### src/rtl/seek_sequencer_pkg.sv
// -----------------------------------------------------------------------------
// disc_pkg -- shared definitions for the seek sequencer slice.
//   seek_state_t : sequencer FSM state encoding
//   DIR_OUT/IN   : step-controller direction bit (1 = toward track 0)
//   MAX_CHUNK    : largest step count one control-byte write can carry
//   chunk_of()   : size of the next chunk for a given remaining-step count
// -----------------------------------------------------------------------------
package disc_pkg;

  typedef enum logic [2:0] {
    ST_IDLE,
    ST_CALC,
    ST_ISSUE,
    ST_ACK,
    ST_WAIT,
    ST_CHECK,
    ST_SETTLE,
    ST_FINISH
  } seek_state_t;

  localparam logic       DIR_OUT   = 1'b1;
  localparam logic       DIR_IN    = 1'b0;
  localparam logic [8:0] MAX_CHUNK = 9'd128;

  function automatic logic [8:0] chunk_of(input logic [8:0] rem);
    return (rem > MAX_CHUNK) ? MAX_CHUNK : rem;
  endfunction

endpackage

### src/rtl/seek_sequencer_if.sv
// -----------------------------------------------------------------------------
// seek_sequencer_if -- host command/status and step-controller signals.
//   Host side   : cmd_start, cmd_recal, target_track -> busy, done, error,
//                 cur_track, track_valid
//   Step side   : step_ctlbyte, step_write -> step_busy, step_track0_hit
//   slave  modport: the sequencer
//   master modport: whatever drives commands and models the step controller
// -----------------------------------------------------------------------------
interface seek_sequencer_if;
  logic       cmd_start;
  logic       cmd_recal;
  logic [7:0] target_track;
  logic       busy;
  logic       done;
  logic       error;
  logic [7:0] cur_track;
  logic       track_valid;
  logic [7:0] step_ctlbyte;
  logic       step_write;
  logic       step_busy;
  logic       step_track0_hit;

  modport slave (
    input  cmd_start, cmd_recal, target_track, step_busy, step_track0_hit,
    output busy, done, error, cur_track, track_valid, step_ctlbyte, step_write
  );

  modport master (
    output cmd_start, cmd_recal, target_track, step_busy, step_track0_hit,
    input  busy, done, error, cur_track, track_valid, step_ctlbyte, step_write
  );
endinterface

### src/rtl/seek_sequencer_settle_timer.sv
// -----------------------------------------------------------------------------
// settle_timer -- 16-bit load / count-down head-settle timer.
//   i_clk, i_reset : clock, synchronous active-high reset
//   i_load         : (re)start a delay of CYCLES clock cycles
//   o_done         : high during the last cycle of the delay (one-cycle pulse)
// -----------------------------------------------------------------------------
module settle_timer #(
  parameter logic [15:0] CYCLES = 16'd20000
) (
  input  logic i_clk,
  input  logic i_reset,
  input  logic i_load,
  output logic o_done
);

  logic [15:0] r_cnt;
  logic        r_run;

  // NOTE: sequential state uses non-blocking assignments so every register
  // updates from pre-edge values, independent of statement order.
  always_ff @(posedge i_clk) begin
    if (i_reset) begin
      r_cnt <= 16'd0;
      r_run <= 1'b0;
    end else if (i_load) begin
      r_cnt <= CYCLES;
      r_run <= 1'b1;
    end else if (r_run) begin
      if (r_cnt <= 16'd1) begin
        r_cnt <= 16'd0;
        r_run <= 1'b0;
      end else begin
        r_cnt <= r_cnt - 16'd1;
      end
    end
  end

  // The loaded cycle counts as the first one, so the delay spans exactly
  // CYCLES cycles (a zero load still yields a single cycle).
  assign o_done = r_run && (r_cnt <= 16'd1);

endmodule

### src/rtl/seek_sequencer.sv
// -----------------------------------------------------------------------------
// seek_sequencer -- seek / recalibrate engine in front of the head step
// controller. Tracks the head cylinder, splits each move into control-byte
// writes of at most 128 steps, interprets track-0 hits and applies a settle
// delay before reporting completion.
//   i_clk, i_reset : clock, synchronous active-high reset
//   bus (slave)    : host command/status and step-controller handshake
//   SETTLE_CYCLES  : settle delay after a move
//   RECAL_STEPS    : outward step budget of a recalibrate (1..511)
// -----------------------------------------------------------------------------
module seek_sequencer
  import disc_pkg::*;
#(
  parameter logic [15:0] SETTLE_CYCLES = 16'd20000,
  parameter logic [8:0]  RECAL_STEPS   = 9'd256
) (
  input  logic              i_clk,
  input  logic              i_reset,
  seek_sequencer_if.slave   bus
);

  seek_state_t r_state, w_next_state;

  logic       r_recal;
  logic [7:0] r_target;
  logic       r_dir;
  logic [8:0] r_rem;
  logic       r_busy;
  logic       r_done;
  logic       r_error;
  logic [7:0] r_cur_track;
  logic       r_track_valid;

  logic       w_accept;
  logic [8:0] w_chunk;
  logic [8:0] w_rem_left;
  logic [6:0] w_count;
  logic       w_settle_done;
  logic       w_settle_load;
  logic       w_step_write;
  logic [7:0] w_step_ctlbyte;

  // A start that lands in the DONE cycle is dropped: r_done is still high.
  assign w_accept      = (r_state == ST_IDLE) && bus.cmd_start && !r_done;
  assign w_chunk       = chunk_of(r_rem);
  assign w_rem_left    = r_rem - w_chunk;
  // Count field N means N+1 pulses; a 128 chunk wraps cleanly to 7'h7F.
  assign w_count       = w_chunk[6:0] - 7'd1;
  assign w_settle_load = (r_state == ST_CHECK) && (w_next_state == ST_SETTLE);

  settle_timer #(.CYCLES(SETTLE_CYCLES)) u_settle (
    .i_clk   (i_clk),
    .i_reset (i_reset),
    .i_load  (w_settle_load),
    .o_done  (w_settle_done)
  );

  // State register
  always_ff @(posedge i_clk) begin
    if (i_reset) r_state <= ST_IDLE;
    else         r_state <= w_next_state;
  end

  // Next-state logic
  always_comb begin
    // NOTE: default first, so no path through the case leaves the signal
    // unassigned and a latch cannot be inferred.
    w_next_state = r_state;
    case (r_state)
      ST_IDLE:   if (w_accept) w_next_state = ST_CALC;
      ST_CALC: begin
        if (r_recal)                        w_next_state = ST_ISSUE;
        else if (!r_track_valid)            w_next_state = ST_FINISH;
        else if (r_target == r_cur_track)   w_next_state = ST_FINISH;
        else                                w_next_state = ST_ISSUE;
      end
      ST_ISSUE:  w_next_state = ST_ACK;
      ST_ACK:    w_next_state = ST_WAIT;   // step_busy not yet meaningful
      ST_WAIT:   if (!bus.step_busy) w_next_state = ST_CHECK;
      ST_CHECK: begin
        if (bus.step_track0_hit)     w_next_state = ST_SETTLE;
        else if (w_rem_left != 9'd0) w_next_state = ST_ISSUE;
        else if (r_recal)            w_next_state = ST_FINISH; // never found 0
        else                         w_next_state = ST_SETTLE;
      end
      ST_SETTLE: if (w_settle_done) w_next_state = ST_FINISH;
      ST_FINISH: w_next_state = ST_IDLE;
      default:   w_next_state = ST_IDLE;
    endcase
  end

  // Moore outputs toward the step controller
  always_comb begin
    w_step_write   = 1'b0;
    w_step_ctlbyte = 8'h00;
    if (r_state == ST_ISSUE) begin
      w_step_write   = 1'b1;
      w_step_ctlbyte = {r_dir, w_count};
    end
  end

  // Command latch, position tracking and status registers
  always_ff @(posedge i_clk) begin
    if (i_reset) begin
      r_recal       <= 1'b0;
      r_target      <= 8'd0;
      r_dir         <= DIR_IN;
      r_rem         <= 9'd0;
      r_busy        <= 1'b0;
      r_done        <= 1'b0;
      r_error       <= 1'b0;
      r_cur_track   <= 8'd0;
      r_track_valid <= 1'b0;
    end else begin
      r_done <= 1'b0;
      case (r_state)
        ST_IDLE: if (w_accept) begin
          r_recal  <= bus.cmd_recal;
          r_target <= bus.target_track;
          r_error  <= 1'b0;
          r_busy   <= 1'b1;
        end
        ST_CALC: begin
          if (r_recal) begin
            r_dir         <= DIR_OUT;
            r_rem         <= RECAL_STEPS;
            r_track_valid <= 1'b0;
          end else if (!r_track_valid) begin
            r_error <= 1'b1;
          end else if (r_target < r_cur_track) begin
            r_dir <= DIR_OUT;
            r_rem <= {1'b0, r_cur_track} - {1'b0, r_target};
          end else begin
            r_dir <= DIR_IN;
            r_rem <= {1'b0, r_target} - {1'b0, r_cur_track};
          end
        end
        ST_CHECK: begin
          if (bus.step_track0_hit) begin
            r_cur_track <= 8'd0;
            if (r_recal)                r_track_valid <= 1'b1;
            else if (r_target != 8'd0)  r_error       <= 1'b1;
          end else begin
            r_rem <= w_rem_left;
            if (!r_recal)
              r_cur_track <= (r_dir == DIR_OUT) ? r_cur_track - w_chunk[7:0]
                                                : r_cur_track + w_chunk[7:0];
            else if (w_rem_left == 9'd0)
              r_error <= 1'b1;
          end
        end
        ST_FINISH: begin
          r_busy <= 1'b0;
          r_done <= 1'b1;
        end
        default: ;
      endcase
    end
  end

  assign bus.busy         = r_busy;
  assign bus.done         = r_done;
  assign bus.error        = r_error;
  assign bus.cur_track    = r_cur_track;
  assign bus.track_valid  = r_track_valid;
  assign bus.step_ctlbyte = w_step_ctlbyte;
  assign bus.step_write   = w_step_write;

endmodule

### src/flat_wrapper.sv
// flat-port wrapper written by rule: the top's interface ports become plain ports
module seek_sequencer_flat import disc_pkg::*;
#(
  parameter logic [15:0] SETTLE_CYCLES = 16'd20000,
  parameter logic [8:0]  RECAL_STEPS   = 9'd256
)
  (i_clk, i_reset, bus_cmd_start, bus_cmd_recal, bus_target_track, bus_step_busy, bus_step_track0_hit, bus_busy, bus_done, bus_error, bus_cur_track, bus_track_valid, bus_step_ctlbyte, bus_step_write);
  seek_sequencer_if bus_i ();
  input  logic i_clk;
  input  logic i_reset;
  input wire logic [$bits(bus_i.cmd_start)-1:0] bus_cmd_start;
  input wire logic [$bits(bus_i.cmd_recal)-1:0] bus_cmd_recal;
  input wire logic [$bits(bus_i.target_track)-1:0] bus_target_track;
  input wire logic [$bits(bus_i.step_busy)-1:0] bus_step_busy;
  input wire logic [$bits(bus_i.step_track0_hit)-1:0] bus_step_track0_hit;
  output wire logic [$bits(bus_i.busy)-1:0] bus_busy;
  output wire logic [$bits(bus_i.done)-1:0] bus_done;
  output wire logic [$bits(bus_i.error)-1:0] bus_error;
  output wire logic [$bits(bus_i.cur_track)-1:0] bus_cur_track;
  output wire logic [$bits(bus_i.track_valid)-1:0] bus_track_valid;
  output wire logic [$bits(bus_i.step_ctlbyte)-1:0] bus_step_ctlbyte;
  output wire logic [$bits(bus_i.step_write)-1:0] bus_step_write;
  assign bus_i.cmd_start = bus_cmd_start;
  assign bus_i.cmd_recal = bus_cmd_recal;
  assign bus_i.target_track = bus_target_track;
  assign bus_i.step_busy = bus_step_busy;
  assign bus_i.step_track0_hit = bus_step_track0_hit;
  assign bus_busy = bus_i.busy;
  assign bus_done = bus_i.done;
  assign bus_error = bus_i.error;
  assign bus_cur_track = bus_i.cur_track;
  assign bus_track_valid = bus_i.track_valid;
  assign bus_step_ctlbyte = bus_i.step_ctlbyte;
  assign bus_step_write = bus_i.step_write;
  seek_sequencer #(.SETTLE_CYCLES(SETTLE_CYCLES), .RECAL_STEPS(RECAL_STEPS)) u_core (.i_clk(i_clk), .i_reset(i_reset), .bus(bus_i));
endmodule
### config.mk
export PLATFORM = sky130hd
export DESIGN_NAME = seek_sequencer_flat
export DESIGN_NICKNAME = d
export VERILOG_FILES = /design/src/rtl/seek_sequencer_pkg.sv /design/src/rtl/seek_sequencer_if.sv /design/src/rtl/seek_sequencer_settle_timer.sv /design/src/rtl/seek_sequencer.sv /design/src/flat_wrapper.sv
export SDC_FILE = /design/constraint.sdc
export NUM_CORES = 1
export LEC_CHECK = 0
export ABC_AREA = 1
export BUFFER_PORTS_ARGS = -buffer_cell sky130_fd_sc_hd__buf_2
export CORE_ASPECT_RATIO = 1.5
export CORE_MARGIN = 2
export CORE_UTILIZATION = 60
export CTS_CLUSTER_SIZE = 14
export DETAILED_ROUTE_END_ITERATION = 7
export PLACE_DENSITY_LB_ADDON = 0.08
export SLEW_MARGIN = 30
export SYNTH_ARGS = -nofsm -noshare
export SYNTH_HDL_FRONTEND = slang
export SYNTH_HIERARCHICAL = 1
export SYNTH_SLANG_ARGS = --single-unit
### constraint.sdc
create_clock -name i_clk -period 5.5 [get_ports i_clk]
set_input_delay 0.825 -clock i_clk [delete_from_list [all_inputs] [get_ports i_clk]]
set_output_delay 0.825 -clock i_clk [all_outputs]
set_load 0.03 [all_outputs]
After elaboration in Yosys (flattened, before gate mapping)
Index checks and enable logic that the tools add are counted.

Register bits after elaboration: 51. Logic and storage cells: 113. Bits of input ports: 14.

Reduce and logical (&&, ||, !) cells: 22. Add/sub/neg operators: 7. Mux-type cells: 46. Equal/unequal tests: 22. $lt $le $gt $ge: 3.

Operators with widths (number): 9-bit 2-to-1 mux (5); 8-bit 2-to-1 mux (4); 15-bit 2-to-1 mux (2); 3-bit 2-to-1 mux (8); 3-bit case mux with 8 select lines (1); 1-bit 2-to-1 mux (21); 9-bit case mux with 2 select lines (1); 8-bit by 8-bit subtractor with 9-bit output (2); 16-bit by 1-bit <= comparator with 1-bit output (second input constant) (1); 16-bit 2-to-1 mux (1); 16-bit by 1-bit subtractor with 16-bit output (second input constant) (1); 3-bit equality test (second input constant) (5); 2-bit inequality test (second input constant) (5); 9-bit by 8-bit > comparator with 1-bit output (second input constant) (1); 9-bit zero test (1); 9-bit nonzero test (1); 9-bit subtractor (1); 8-bit adder (1); 8-bit equality test (1); 8-bit < comparator (1); 2-bit AND reduction (4); 8-bit AND reduction (1); 2-bit nonzero test (4); 8-bit nonzero test (1); 17 further kinds (26).

Logic depth before layout (Yosys ltp)
Gate-level depths: netlist of the first run.

Depth in word-level cells: 10. Mapped depth: 22.

By module
The synthesis of the first run kept the hierarchy.

Modules (own cells, without submodules): seek_sequencer (cells each 464, instances 1, area an instance 3026.7 um2); settle_timer (cells each 147, instances 1, area an instance 988.4 um2).

Worst setup path after synthesis of the first run
Ideal clock, no wire load.

Kind: flip-flop to flip-flop. Start: register u_core.r_rem[7]. End: register u_core.r_cur_track[6] (netlist: u_core/bus.cur_track[6]). Data required time: 5366 ps. Buffers on the path: 0. Stages on the path, launching flop included: 19. Data arrival time: 2674 ps. Setup time: 134 ps. Slack: 2692 ps. Cell sequence: dfxtp_1 -> inv_1 -> nor2_1 -> nand2_1 -> nor2_2 -> nor2_4 -> nor2_1 -> inv_1 -> ha_1 -> nand2_1 -> o21ai_0 -> fa_1 -> o21ai_0 -> nand2_1 -> nand2_1 -> a21oi_1 -> or2_2 -> nand3_1 -> a21oi_1.

Word-level cells in the longest chain between the ends: 6.

RTL lines: from (decl) (RTL line seek_sequencer.sv:27) `logic [8:0] r_rem;`; from (signal assigned) (RTL line seek_sequencer.sv:132) `r_rem <= {1'b0, r_cur_track} - {1'b0, r_target};`; from (signal assigned) (RTL line seek_sequencer.sv:135) `r_rem <= {1'b0, r_target} - {1'b0, r_cur_track};`; from (signal assigned) (RTL line seek_sequencer.sv:144) `r_rem <= w_rem_left;`; 9-bit by 8-bit > comparator with 1-bit output (*) (RTL line seek_sequencer_pkg.sv:26) `return (rem > MAX_CHUNK) ? MAX_CHUNK : rem;`; 9-bit 2-to-1 mux (*) (RTL line seek_sequencer_pkg.sv:26); 8-bit adder / 8-bit subtractor (equally long branches) (RTL line seek_sequencer.sv:147, seek_sequencer.sv:146); 8-bit 2-to-1 mux (*) (RTL line seek_sequencer.sv:146) `r_cur_track <= (r_dir == DIR_OUT) ? r_cur_track - w_chunk[7:0]`; 8-bit 2-to-1 mux (*) (RTL line seek_sequencer.sv:145) `if (!r_recal)`; 8-bit 2-to-1 mux (*) (RTL line seek_sequencer.sv:139) `if (bus.step_track0_hit) begin`; to (signal assigned) (RTL line seek_sequencer.sv:146); to (decl) (RTL line seek_sequencer.sv:31) `logic [7:0] r_cur_track;`.

Mark *: on every way between the ends. The rest lies on a longest branch, timed or not. The select of a mux whose other input is x is not followed. A chain may end at the register's enable or synchronous reset.

Final worst setup path of the first run
Same ends and word-level chain as after synthesis.

==> impl_results.md, run 1 <==
* Status: finished, final reports clean
* Netlist Area Pre-Place at roughly 0.004 sq mm
* Routed Antenna Nets at 0
* Max cap viols at 0
* IO Pins at 35
* RePlAce Congestion at between 0.9 and 1
* Share of layout cells above drive strength 1 at a little over an eighth
* CTS tree: built
* Drt wl/cell at between 10 and 15 um
* Initial Util at between 60 and 70%
* Die Area at around 0.0074 sq mm
* Bufs and invs on worst path at 2
* Adder-Cell Fraction of Synth Area at 9.91%
* Switching pwr at between 0.001 and 0.0015 W
* DRT iter0 DRCs at between 100 and 150
* IO Port Bufs at 34
* Final setup violation count at 0
* Post-synthesis compound-gate area fraction at between 10% and 20%
* TritonCTS buffer count at 5
* Worst-path cell chain: inv_1, nor2_1, nand2_1, nor2_2, nor2_4, nor2_1, inv_1, ha_1, nand2_1, o21ai_0, fa_1, o21ai_0, nand2_1, nand2_1, a21oi_1, or2_2, nand3_1, a21oi_1
* Post-CTS sizing at 0
* Vias at around 4000
* Max stage delay on crit path at between 400 and 500 ps
* Max-slew violations at 0
* Fin cells at a little over 700
* Clock H-tree levels at 2
* Root buf cell: clkbuf_8
* Worst-Margin Slew at ~700 ps
* Critical path's slowest cell: fa_1
* Pleak at between 2 and 2.5 nW
* Core Rows at 36
* Most common cell on crit path: nand2_1
* Worst path arrival time at approximately 3400 ps
* Synth Warn # at 6
* CTS clk-pin slew, worst paths at 100 ps
* Core Area at around 0.0065 sq mm
* Final net count at roughly 690
* Total power at about 0.0023 W
* Post-DP HPWL at about 8400 um
* Post-route DRC at 0
* Drt first pass iters at 4
* Post-synth EDFFs at 0
* Sequential fraction of the synthesis area at approximately 25%
* # hold bufs at CTS at 0
* Crit path max-delay family: simple AND/OR/NAND/NOR gates
* Placed insts at a little over 700
* CP Launch Type: register
* Antenna diode count at 0
* Area delta synth->final at 8.69%
* Grt total ovfl at 0
* Final min period at ~3200 ps
* Max clock buf depth at 2
* Clk_skew at ~8.6 ps
* Simple-gate portion of the synthesized area at between 30% and 40%
* Main combinational cell family by area after synthesis: simple AND/OR/NAND/NOR gates
* Vias in the first global route at 3896
* Sequential Power Share at between 20 and 25%
* Tightest Hold Check Type: reg -> reg
* Required time worst endpoint at 5710 ps
* Clock network power share at about 14%
* Synth Area per Inst at around 6.6 sq um
* Fmax at ~0.31 GHz
* Pint at ~0.0011 W
* RSZ-0062 raised after global routing: no
* Xor-xnor portion of the synthesized cell area at 5.45%
* GR Util All Layers at around 29%
* Sw frac at 50.2%
* Post-synthesis cell count at slightly above 600
* Yosys reg bits at between 50 and 60
* Pin count of the biggest net entering global routing at 22
* Setup tns final at 0 ps
* Total Wirelength at 10500 um
* Fin. Hold Viols at 0
* Syn nets at around 660
* Max IR drop VDD at about 0.34 mV
* Setup bufs post-CTS at 0
* Async S/R FF share, synth at 0%
* Comb power frac at 64.0%
* First-pass GRT wire length at about 17000 um
* Clk_lat worst skew at around 320 ps
* Critical Setup Path Class: reg -> reg
* Antenna violations before repair at 0
* Chip height at roughly 100 um
* CP max FO at 8
* Pwr Density at approximately 530 mW/mm^2
* Critical Path Sink Type: register
* Via/cell ratio at ~5.6
* Die X at roughly 71 um
* CTS Sinks at approximately 50
* Number of distinct library cells after synthesis at 44
* Period Utilization, post-route at 58.7%
* Post-synthesis mux area share at 0%
* Slew HR at between 50% and 60%
* Top_reg_cell synth: dfxtp_1
[cell type report]
| cell class | count | area [sq um] |
|---|---|---|
| Timing Repair Buffer | 34 | 170 |
| Tap cell | 76 | 95.1 |
| Clock inverter | 3 | 71.3 |
| Sequential cell | 51 | 1020 |
| Clock buffer | 5 | 68.8 |
| Multi-Input combinational cell | 457 | 2580 |
| Fill cell | 627 | 2120 |
| Inverter | 94 | 354 |
[cell usage in the layout (no fill, tap or decap), types with 2 or more instances in the layout]
master       n
a21boi_0     2
a21oi_1     62
a21oi_2      2
a31oi_1      4
buf_2       34
bufinv_16    2
clkbuf_8     5
dfxtp_1     51
fa_1         3
ha_1        27
inv_1       88
inv_2        4
nand2_1    115
nand2_2     10
nand2_4      2
nand3_1     31
nand3b_1     5
nand4_1      7
nor2_1      68
nor2_2      15
nor3_1      10
nor3_2       2
nor4_1       3
o211ai_1     4
o21ai_0     39
o21ai_1      2
o221ai_1     2
or2_2        4
xnor2_1      7
xor2_1      18
[stage by stage]
stage	hold slack (ps)	util, %	area [sq um]	setup slack [ps]
2_1_floorplan	446	-	4020	2690
4_1_cts	471	67.3	4360	2300
3_5_place_dp	456	65.1	4220	2320
3_3_place_gp	450	65.1	4220	2490
5_1_grt	485	67.3	4360	1940
6_report	467	67.3	4360	2270
[synthesized netlist by cell type (10+ instances only)]
| cell | instances | area (sq um) |
|---|---|---|
| o21ai_0 | 39 | 195 |
| nand2_2 | 10 | 62.6 |
| ha_1 | 27 | 338 |
| nand3_1 | 31 | 155 |
| inv_1 | 88 | 330 |
| nor3_1 | 10 | 50.1 |
| nor2_1 | 68 | 255 |
| xor2_1 | 18 | 158 |
| nor2_2 | 15 | 93.8 |
| a21oi_1 | 62 | 310 |
| dfxtp_1 | 51 | 1020 |
| nand2_1 | 115 | 432 |
[routing by layer]
layer	routed length (um)	vias up	GRT usage, %
met5	0	-	0
met4	556	0	17.3
met3	360	38	3.88
met2	5550	94	54.1
met1	4020	1831	31.0
li1	-	2047	-
[registers in the layout, indices dropped and copies added, names as in the netlist]
register and count:
u_core/r_rem 9, u_core/r_state 3, u_core/bus.error 1, u_core/u_settle/r_cnt 16, u_core/bus.cur_track 8, u_core/r_dir 1, u_core/r_recal 1, u_core/u_settle/r_run 1
u_core/bus.done 1, u_core/r_target 8, u_core/bus.track_valid 1, u_core/bus.busy 1
[cells by family (layout without fill, tap and decap cells)]
group | Yosys count | in the layout
flip-flops | 51 | 51
other | 1 | 1
AND/OR/NAND/NOR | 275 | 275
AO/OA/AOI/OAI | 126 | 126
adder cells (fa/ha/maj) | 30 | 30
buffers and inverters | 103 | 136
XOR/XNOR | 25 | 25
[final timing paths]
path | start | end | slack (ps) | cells past startpoint
worst max-delay path | u_core/r_rem[7] | u_core/bus.cur_track[6] | 2270 | 18
worst min-delay path | u_core/bus.error | u_core/bus.error | 470 | 2
worst max register to register | u_core/r_rem[7] | u_core/bus.cur_track[6] | 2270 | 18
worst min register to register | u_core/bus.error | u_core/bus.error | 470 | 2
[tightest hold or removal path, delay by kind of cell, from the launching register on]
kind,cells,cell delay [ps]
AO/OA/AOI/OAI,1,50
buffers and inverters,1,60
flip-flops,1,320
[power by group through the flow]
stage                     Sequential [W]  Clock (W)  Combinational [W]
after floorplan                 0.000504          0            0.00117
after global placement          0.000511          0            0.00142
after detailed placement        0.000511          0            0.00145
after CTS                       0.000502   0.000331            0.00146
after global routing            0.000513   0.000345            0.00166
final                           0.000505   0.000323            0.00147
No activity file was read; power rests on OpenSTA's default activity.
==> inputs of run 2 (changes only) <==
ABC_AREA = 0   (was 1)
CORE_UTILIZATION = 55   (was 60)
clock period = 2.7 ns   (was 5.5 ns; I/O delays follow)
==> run 2 against run 1 <==
The flow now finishes with violations (negative setup slack). Area after synthesis fell by 3.7%. Register-to-register slack lost 2700 ps. Clock skew decreased by 1.0 ps. Sequential cell count unchanged. Global-route usage increased by 1.2 points. First-iteration DRC count is 15% higher. Cell count down 9.6%. Utilization grew 4.6 points. Setup slack worse by 2700 ps. Sequential power grew 92%. Synthesized cell count shrank 21%. Critical endpoint is now u_core/bus.cur_track[7]. Largest power group unchanged.
==> impl_results.md, run 2 <==
* Critical Setup Path Class: reg -> reg
* Period Utilization, post-route at 114% (+56 points)
* RePlAce Congestion at 0.935 (-1.2%)
* Failing checks: negative setup slack
* Max-slew violations at 0 (unchanged)
* Core Rows at 37 (+2.8%)
* Sequential Power Share at 23.3% (+1.4 points)
* Post-synthesis compound-gate area fraction at 22.6% (+5.0 points)
* Clk_skew at 7.60 ps (-1.01 ps)
* Chip height at 107 um (+2.4%)
* TritonCTS buffer count at 5 (unchanged)
* Syn nets at 529 (-19%)
* Xor-xnor portion of the synthesized cell area at 5.44% (-0.015 points)
* Number of distinct library cells after synthesis at 72 (+64%)
* Top_reg_cell synth: dfxtp_1
* Routed Antenna Nets at 0 (unchanged)
* Clk_lat worst skew at 320 ps (about the same)
* Post-synthesis cell count at 485 (-21%)
* RSZ-0062 raised after global routing: yes
* Pin count of the biggest net entering global routing at 27 (+23%)
* Pint at 0.00235 W (+110%)
* # hold bufs at CTS at 0 (unchanged)
* Util after Layout at 71.9% (+4.6 points)
* Die X at 72.4 um (+2.3%)
* Simple-gate portion of the synthesized area at 24.6% (-6.7 points)
* Top flop regs: u_core/u_settle/r_cnt (16), u_core/r_rem (9)
* Main combinational cell family by area after synthesis: simple AND/OR/NAND/NOR gates
* CTS tree: built
* Via/cell ratio at 5.99 (+7.6%)
* IO Pins at 35 (unchanged)
* R2r endpoint: u_core/bus.cur_track[7]
* Slew HR at 54.9% (+2.2 points)
* Drt first pass iters at 6 (+2)
* Worst-Margin Slew at 672 ps (-32.9 ps)
* Switching pwr at 0.00181 W (+57%)
* GR Util All Layers at 30.7% (+1.2 points)
* Register-to-register setup slack at -390 ps (-2660 ps)
* CTS Sinks at 51 (unchanged)
* Clock network power share at 13.5% (-0.5 points)
* Tightest Hold Check Type: in -> reg
* Yosys top cell by area: dfxtp_1
* Final setup violation count at 24 (+24)
* CP Launch Type: register
* Leading cell type in the layout, fill and taps excluded: nor2_1
* Post-DP HPWL at 8950 um (+6.0%)
* Commonest cells after routing, fill and taps aside: nor2_1 (66), buf_4 (65), dfxtp_1 (48)
* Top cells by count, synth: nor2_1 (71), dfxtp_1 (51), a21oi_1 (40)
* Largest register FFs at 16 (unchanged)
* Initial Util at 56.4% (-5.5 points)
* First-pass GRT wire length at 18400 um (+5.7%)
* WHS Path Cells at 3 (+1)
* DRT iter0 DRCs at 164 (+15%)
* Antenna violations before repair at 0 (unchanged)
* Area delta synth->final at 27.4%
* Total Wirelength at 11500 um (+10%)
* Max cap viols at 0 (unchanged)
* Pwr Density at 846 mW/mm^2 (+60%)
* Worst path arrival time at 3290 ps (-140 ps)
* Synth Area per Inst at 7.97 sq um (+21%)
* Yosys reg bits at 51 (unchanged)
* Worst Hold End: u_core/r_target[4]
* Final min period at 3090 ps (-140 ps)
* Post-route DRC at 0 (unchanged)
* Async S/R FF share, synth at 0% (unchanged)
* Largest register by flop count: u_core/u_settle/r_cnt
* Max IR drop VDD at 0.541 mV (+58%)
* Grt total ovfl at 0 (unchanged)
* Die Area at 0.00773 sq mm (+4.8%)
* Final net count at 616 (-10%)
* Post-synth EDFFs at 0 (unchanged)
* Critical Path Sink Type: register
* Antenna diode count at 0 (unchanged)
* Fin. Hold Viols at 0 (unchanged)
* Drt wl/cell at 17.7 um (+22%)
* CP max FO at 2 (-6)
* Pleak at 2.09 nW (-2.7%)
* Max clock buf depth at 2 (unchanged)
* Vias at 3900 (-2.7%)
* Netlist Area Pre-Place at 0.00386 sq mm (-3.7%)
* Area share of the largest cell type after synthesis at 26.4% (+0.99 points)
* Sw frac at 43.5% (-6.7 points)
* Comb power frac at 63.2% (-0.8 points)
* Post-synthesis mux area share at 4.40% (+4.4 points)
* Synth Warn # at 6 (unchanged)
* Root buf cell: clkbuf_8
* Required time worst endpoint at 2900 ps (-2810 ps)
* Adder-Cell Fraction of Synth Area at 10.3% (+0.38 points)
* Clock H-tree levels at 2 (unchanged)
* Final worst slack at -386 ps (-2660 ps)
* IO Port Bufs at 34 (unchanged)
* Worst r2r path cells at 15 (-3)
* FF-to-FF Start: u_core/r_rem[1]
* Core Area at 0.00685 sq mm (+5.6%)
* Synth top area cells: dfxtp_1 (26%), ha_1 (8.7%), nor2_1 (6.9%)
* Hold_sp: bus_target_track[4]
* Fmax at 0.324 GHz (+4.5%)
* Most frequent cell after synthesis: nor2_1
* Sequential fraction of the synthesis area at 26.4% (+0.99 points)
* Vias in the first global route at 3884 (-0.31%)
* Share of layout cells above drive strength 1 at 30.7% (+17 points)
* Status: complete, but fails checks
* Total power at 0.00416 W (+81%)
* CTS clk-pin slew, worst paths at 90 ps (about the same)
## run 2: worst max-delay path by stage
stage / from / endpoint / slack (ps) / depth (start not counted)
2_1_floorplan: u_core/r_rem[3] / u_core/bus.cur_track[7] / -520 / 17
3_3_place_gp: u_core/r_rem[0] / u_core/bus.cur_track[7] / -460 / 15
3_5_place_dp: u_core/r_rem[0] / u_core/bus.cur_track[7] / -510 / 15
4_1_cts: u_core/r_rem[5] / u_core/bus.cur_track[6] / -430 / 14
5_1_grt: u_core/r_rem[1] / u_core/bus.cur_track[7] / -570 / 15
6_report: u_core/r_rem[1] / u_core/bus.cur_track[7] / -390 / 15
## run 2: layout make-up
type	instances	area (sq um)
Multi-Input combinational cell	380	2840
Inverter	31	119
Clock inverter	2	35.0
Sequential cell	51	1020
Clock buffer	6	82.6
Fill cell	584	1930
Timing Repair Buffer	103	722
Tap cell	78	97.6
## run 2: timing repair
item,CTS,global route
endpoints found under the setup margin,26,34
pin swaps,32,20
gates cloned,1,0
gates resized for setup,24,18
setup buffers,3,2
## run 2: power groups by stage
stage | sequential, W | combinational, W | clock [W]
final | 0.000972 | 0.00263 | 0.000561
after global routing | 0.000986 | 0.00284 | 0.000592
after CTS | 0.000965 | 0.00253 | 0.000572
after detailed placement | 0.000979 | 0.00239 | 0
after global placement | 0.000975 | 0.00237 | 0
after floorplan | 0.000944 | 0.00173 | 0
## run 2: metal layers
metal,wire length (um),GRT usage (%)
met2,6410,59.4
met1,4110,30.7
met5,0,0
met3,367,3.48
met4,631,16.3
## run 2: metrics by stage
| stage | std cells | area, sq um | hold WS (ps) | setup TNS [ps] | setup WS (ps) |
|---|---|---|---|---|---|
| after floorplan | 485 | 3930 | 454 | -4380 | -518 |
| after global placement | 637 | 4560 | 475 | -5560 | -460 |
| after detailed placement | 637 | 4560 | 479 | -6520 | -507 |
| after CTS | 649 | 4810 | 311 | -6580 | -432 |
| after global routing | 651 | 4920 | 338 | -10820 | -573 |
| final | 651 | 4920 | 315 | -6590 | -386 |
## run 2: cell families (layout without fill, tap and decap cells)
kind of cell	after synthesis	in the layout
buf+inv	55	142
mux	17	17
simple gates	184	184
xor+xnor	24	24
flops	51	51
compound gates	123	124
fa+ha+maj	30	30
other cells	1	1
## run 2: critical path, cell delays in order, from the launching register on
cell	delay, ps
dfxtp_2	330
or3_4	400
o41ai_4	350
nand2_1	150
ha_4	290
inv_2	30
o21ai_2	130
inv_1	60
ha_1	270
nor2b_4	130
o2111ai_2	180
a31oi_1	120
xor2_1	190
a21o_1	190
a21oi_1	110
nor2_1	50
==> inputs of run 3 (changes only) <==
CORE_ASPECT_RATIO = default   (was 1.5)
PLACE_DENSITY = 0.76   (was default)
PLACE_DENSITY_LB_ADDON = default   (was 0.08)
SLEW_MARGIN = default   (was 30)
==> run 3 against run 2 <==
The flow still finishes with violations (negative setup slack). Combinational power up 3%. Critical path depth unchanged. Non-clock buffer count down 3. Largest power group unchanged. Highest routed layer unchanged.
==> impl_results.md, run 3 (synthesis results as in run 2) <==
* Chip height at 87.8 um (-18%)
* Commonest cells after routing, fill and taps aside: nor2_1 (65), buf_4 (64), dfxtp_1 (46)
* Util after Layout at 73.4% (+1.6 points)
* Status: complete, but fails checks
* Grt total ovfl at 0 (unchanged)
* Comb power frac at 63.7% (+0.5 points)
* Routed Antenna Nets at 0 (unchanged)
* Sw frac at 43.7% (+0.19 points)
* IO Pins at 35 (unchanged)
* RePlAce Congestion at 0.966 (+3.3%)
* Antenna diode count at 0 (unchanged)
* CTS Sinks at 51 (unchanged)
* Filler Cell Count at 514 (-12%)
* Leading cell type in the layout, fill and taps excluded: nor2_1
* Drt wl/cell at 16.7 um (-5.8%)
* Clk_lat worst skew at 300 ps (-20 ps)
* CTS clk-pin slew, worst paths at 100 ps (about the same)
* Total Wirelength at 11100 um (-3.7%)
* Max IR drop VDD at 0.570 mV (+5.5%)
* TritonCTS buffer count at 5 (unchanged)
* GR Util met1 at 41.4% (+11 points)
* Share of layout cells above drive strength 1 at 31.2% (+0.51 points)
* Vias in the first global route at 3600 (-7.3%)
* Critical path's slowest cell: or3_4
* Final min period at 3070 ps (-18.8 ps)
* Pleak at 2.08 nW (-0.69%)
* Critical Setup Path Class: reg -> reg
* IO Port Bufs at 34 (unchanged)
* DRT iter0 DRCs at 365 (+120%)
* Pint at 0.00239 W (+1.6%)
* Critical Path Sink Type: register
* Die Area at 0.00771 sq mm (-0.18%)
* Tightest Hold Check Type: in -> reg
* Post-route DRC at 0 (unchanged)
* CP Launch Type: register
* RSZ-0062 raised after global routing: yes
* Crit path max-delay family: compound AO/OA/AOI/OAI gates
* Busiest grt layer: met2
* Drt first pass iters at 5 (-1)
* Initial Util at 56.9% (+0.48 points)
* Clock H-tree levels at 2 (unchanged)
* Required time worst endpoint at 2880 ps (-20 ps)
* Final setup violation count at 24 (unchanged)
* First-pass GRT wire length at 17600 um (-4.4%)
* Clock network power share at 13.4% (about the same)
* Max stage delay on crit path at 400 ps (about the same)
* Slew HR at 56.3% (+1.4 points)
* Largest register by flop count: u_core/u_settle/r_cnt
* Final worst slack at -367 ps (+18.8 ps)
* Fin. Hold Viols at 0 (unchanged)
* Largest register FFs at 16 (unchanged)
* Max cap viols at 0 (unchanged)
* Clk_skew at 7.43 ps (-0.162 ps)
* Worst-path cell chain: or3_4, o41ai_4, nand2_1, ha_4, nor2_4, xor2_1, ha_1, buf_4, buf_4, o2111ai_2, a31oi_1, xor2_1, a21o_1, a21oi_1, nor2_1
* Max-slew violations at 0 (unchanged)
* Grt met2 use at 46.0% (-13 points)
* Die X at 87.8 um (+21%)
* Failing checks: negative setup slack
* # hold bufs at CTS at 0 (unchanged)
* Post-DP HPWL at 8180 um (-8.7%)
* CTS tree: built
* Root buf cell: clkbuf_8
* Bufs and invs on worst path at 2 (unchanged)
* Pwr Density at 851 mW/mm^2 (+0.58%)
* Top flop regs: u_core/u_settle/r_cnt (16), u_core/r_rem (9)
* Max clock buf depth at 2 (unchanged)
* Core Area at 0.00679 sq mm (-0.84%)
* CP max FO at 3 (+1)
* Setup tns final at -3790 ps (+2810 ps)
* Switching pwr at 0.00185 W (+2.4%)
* Fmax at 0.326 GHz (+0.61%)
* Area delta synth->final at 29.1%
* GR Util All Layers at 28.7% (-2.0 points)
* Met3 global-route usage at 3.68% (+0.20 points)
* Final net count at 613 (-0.49%)
* Vias at 3940 (+1.0%)
* Worst-Margin Slew at 651 ps (-21.1 ps)
* Period Utilization, post-route at 114% (-0.70 points)
* Antenna violations before repair at 0 (unchanged)
* Pin count of the biggest net entering global routing at 22 (-19%)
* Worst path arrival time at 3240 ps (-50 ps)
* Via/cell ratio at 5.92 (-1.2%)
* Sequential Power Share at 23.0% (-0.3 points)
* Core Rows at 30 (-19%)
run 3: worst paths after layout:
check	from	to	slack [ps]	cells after the start
max	u_core/r_rem[0]	u_core/bus.cur_track[7]	-370	15
min	bus_cmd_recal	u_core/r_recal	330	3
max reg2reg	u_core/r_rem[0]	u_core/bus.cur_track[7]	-370	15
min reg2reg	u_core/bus.busy	u_core/bus.busy	510	2
run 3: layout make-up:
cell class / count / area (sq um) / area share, %
clock buffers: 6 / 82.6 / 1.66
repair buffers: 100 / 698 / 14.0
clock inverters: 2 / 38.8 / 0.778
flip-flops and latches: 51 / 1030 / 20.6
inverters: 31 / 119 / 2.38
well taps: 96 / 120 / 2.41
multi-input cells: 380 / 2900 / 58.2
run 3: repair_timing:
item	in CTS	in global routing
pin swaps	47	30
cloned	1	0
endpoints found under the setup margin	24	31
buffers inserted	4	3
gates resized for setup	25	26
run 3: routing by layer:
metal / share of wire (%) / vias up
met1: 45 / 1872
li1: - / 1895
met5: 0 / -
met2: 47 / 154
met4: 1.6 / 0
met3: 5.9 / 19
run 3: tightest hold or removal path, delay by kind of cell:
kind | cells | cell delay [ps]
buffers and inverters | 1 | 70
and+or+nand+nor | 1 | 70
muxes | 1 | 50
run 3: metrics by stage:
step / worst slack [ps] / hold slack [ps] / total power [W] / area (sq um) / cells
finish: -367 / 332 / 0.00424 / 4990 / 666
CTS: -353 / 318 / 0.00406 / 4830 / 664
floorplan: -518 / 454 / 0.00267 / 3930 / 485
global route: -464 / 343 / 0.00450 / 4990 / 666
detailed placement: -373 / 487 / 0.00334 / 4570 / 653
global placement: -371 / 469 / 0.00328 / 4570 / 653
run 3: power groups by stage:
stage / Clock, W / Combinational, W / Sequential (W)
2_1_floorplan: 0 / 0.00173 / 0.000944
3_3_place_gp: 0 / 0.00230 / 0.000974
3_5_place_dp: 0 / 0.00236 / 0.000982
4_1_cts: 0.000584 / 0.00251 / 0.000968
5_1_grt: 0.000600 / 0.00291 / 0.000988
6_report: 0.000568 / 0.00270 / 0.000974
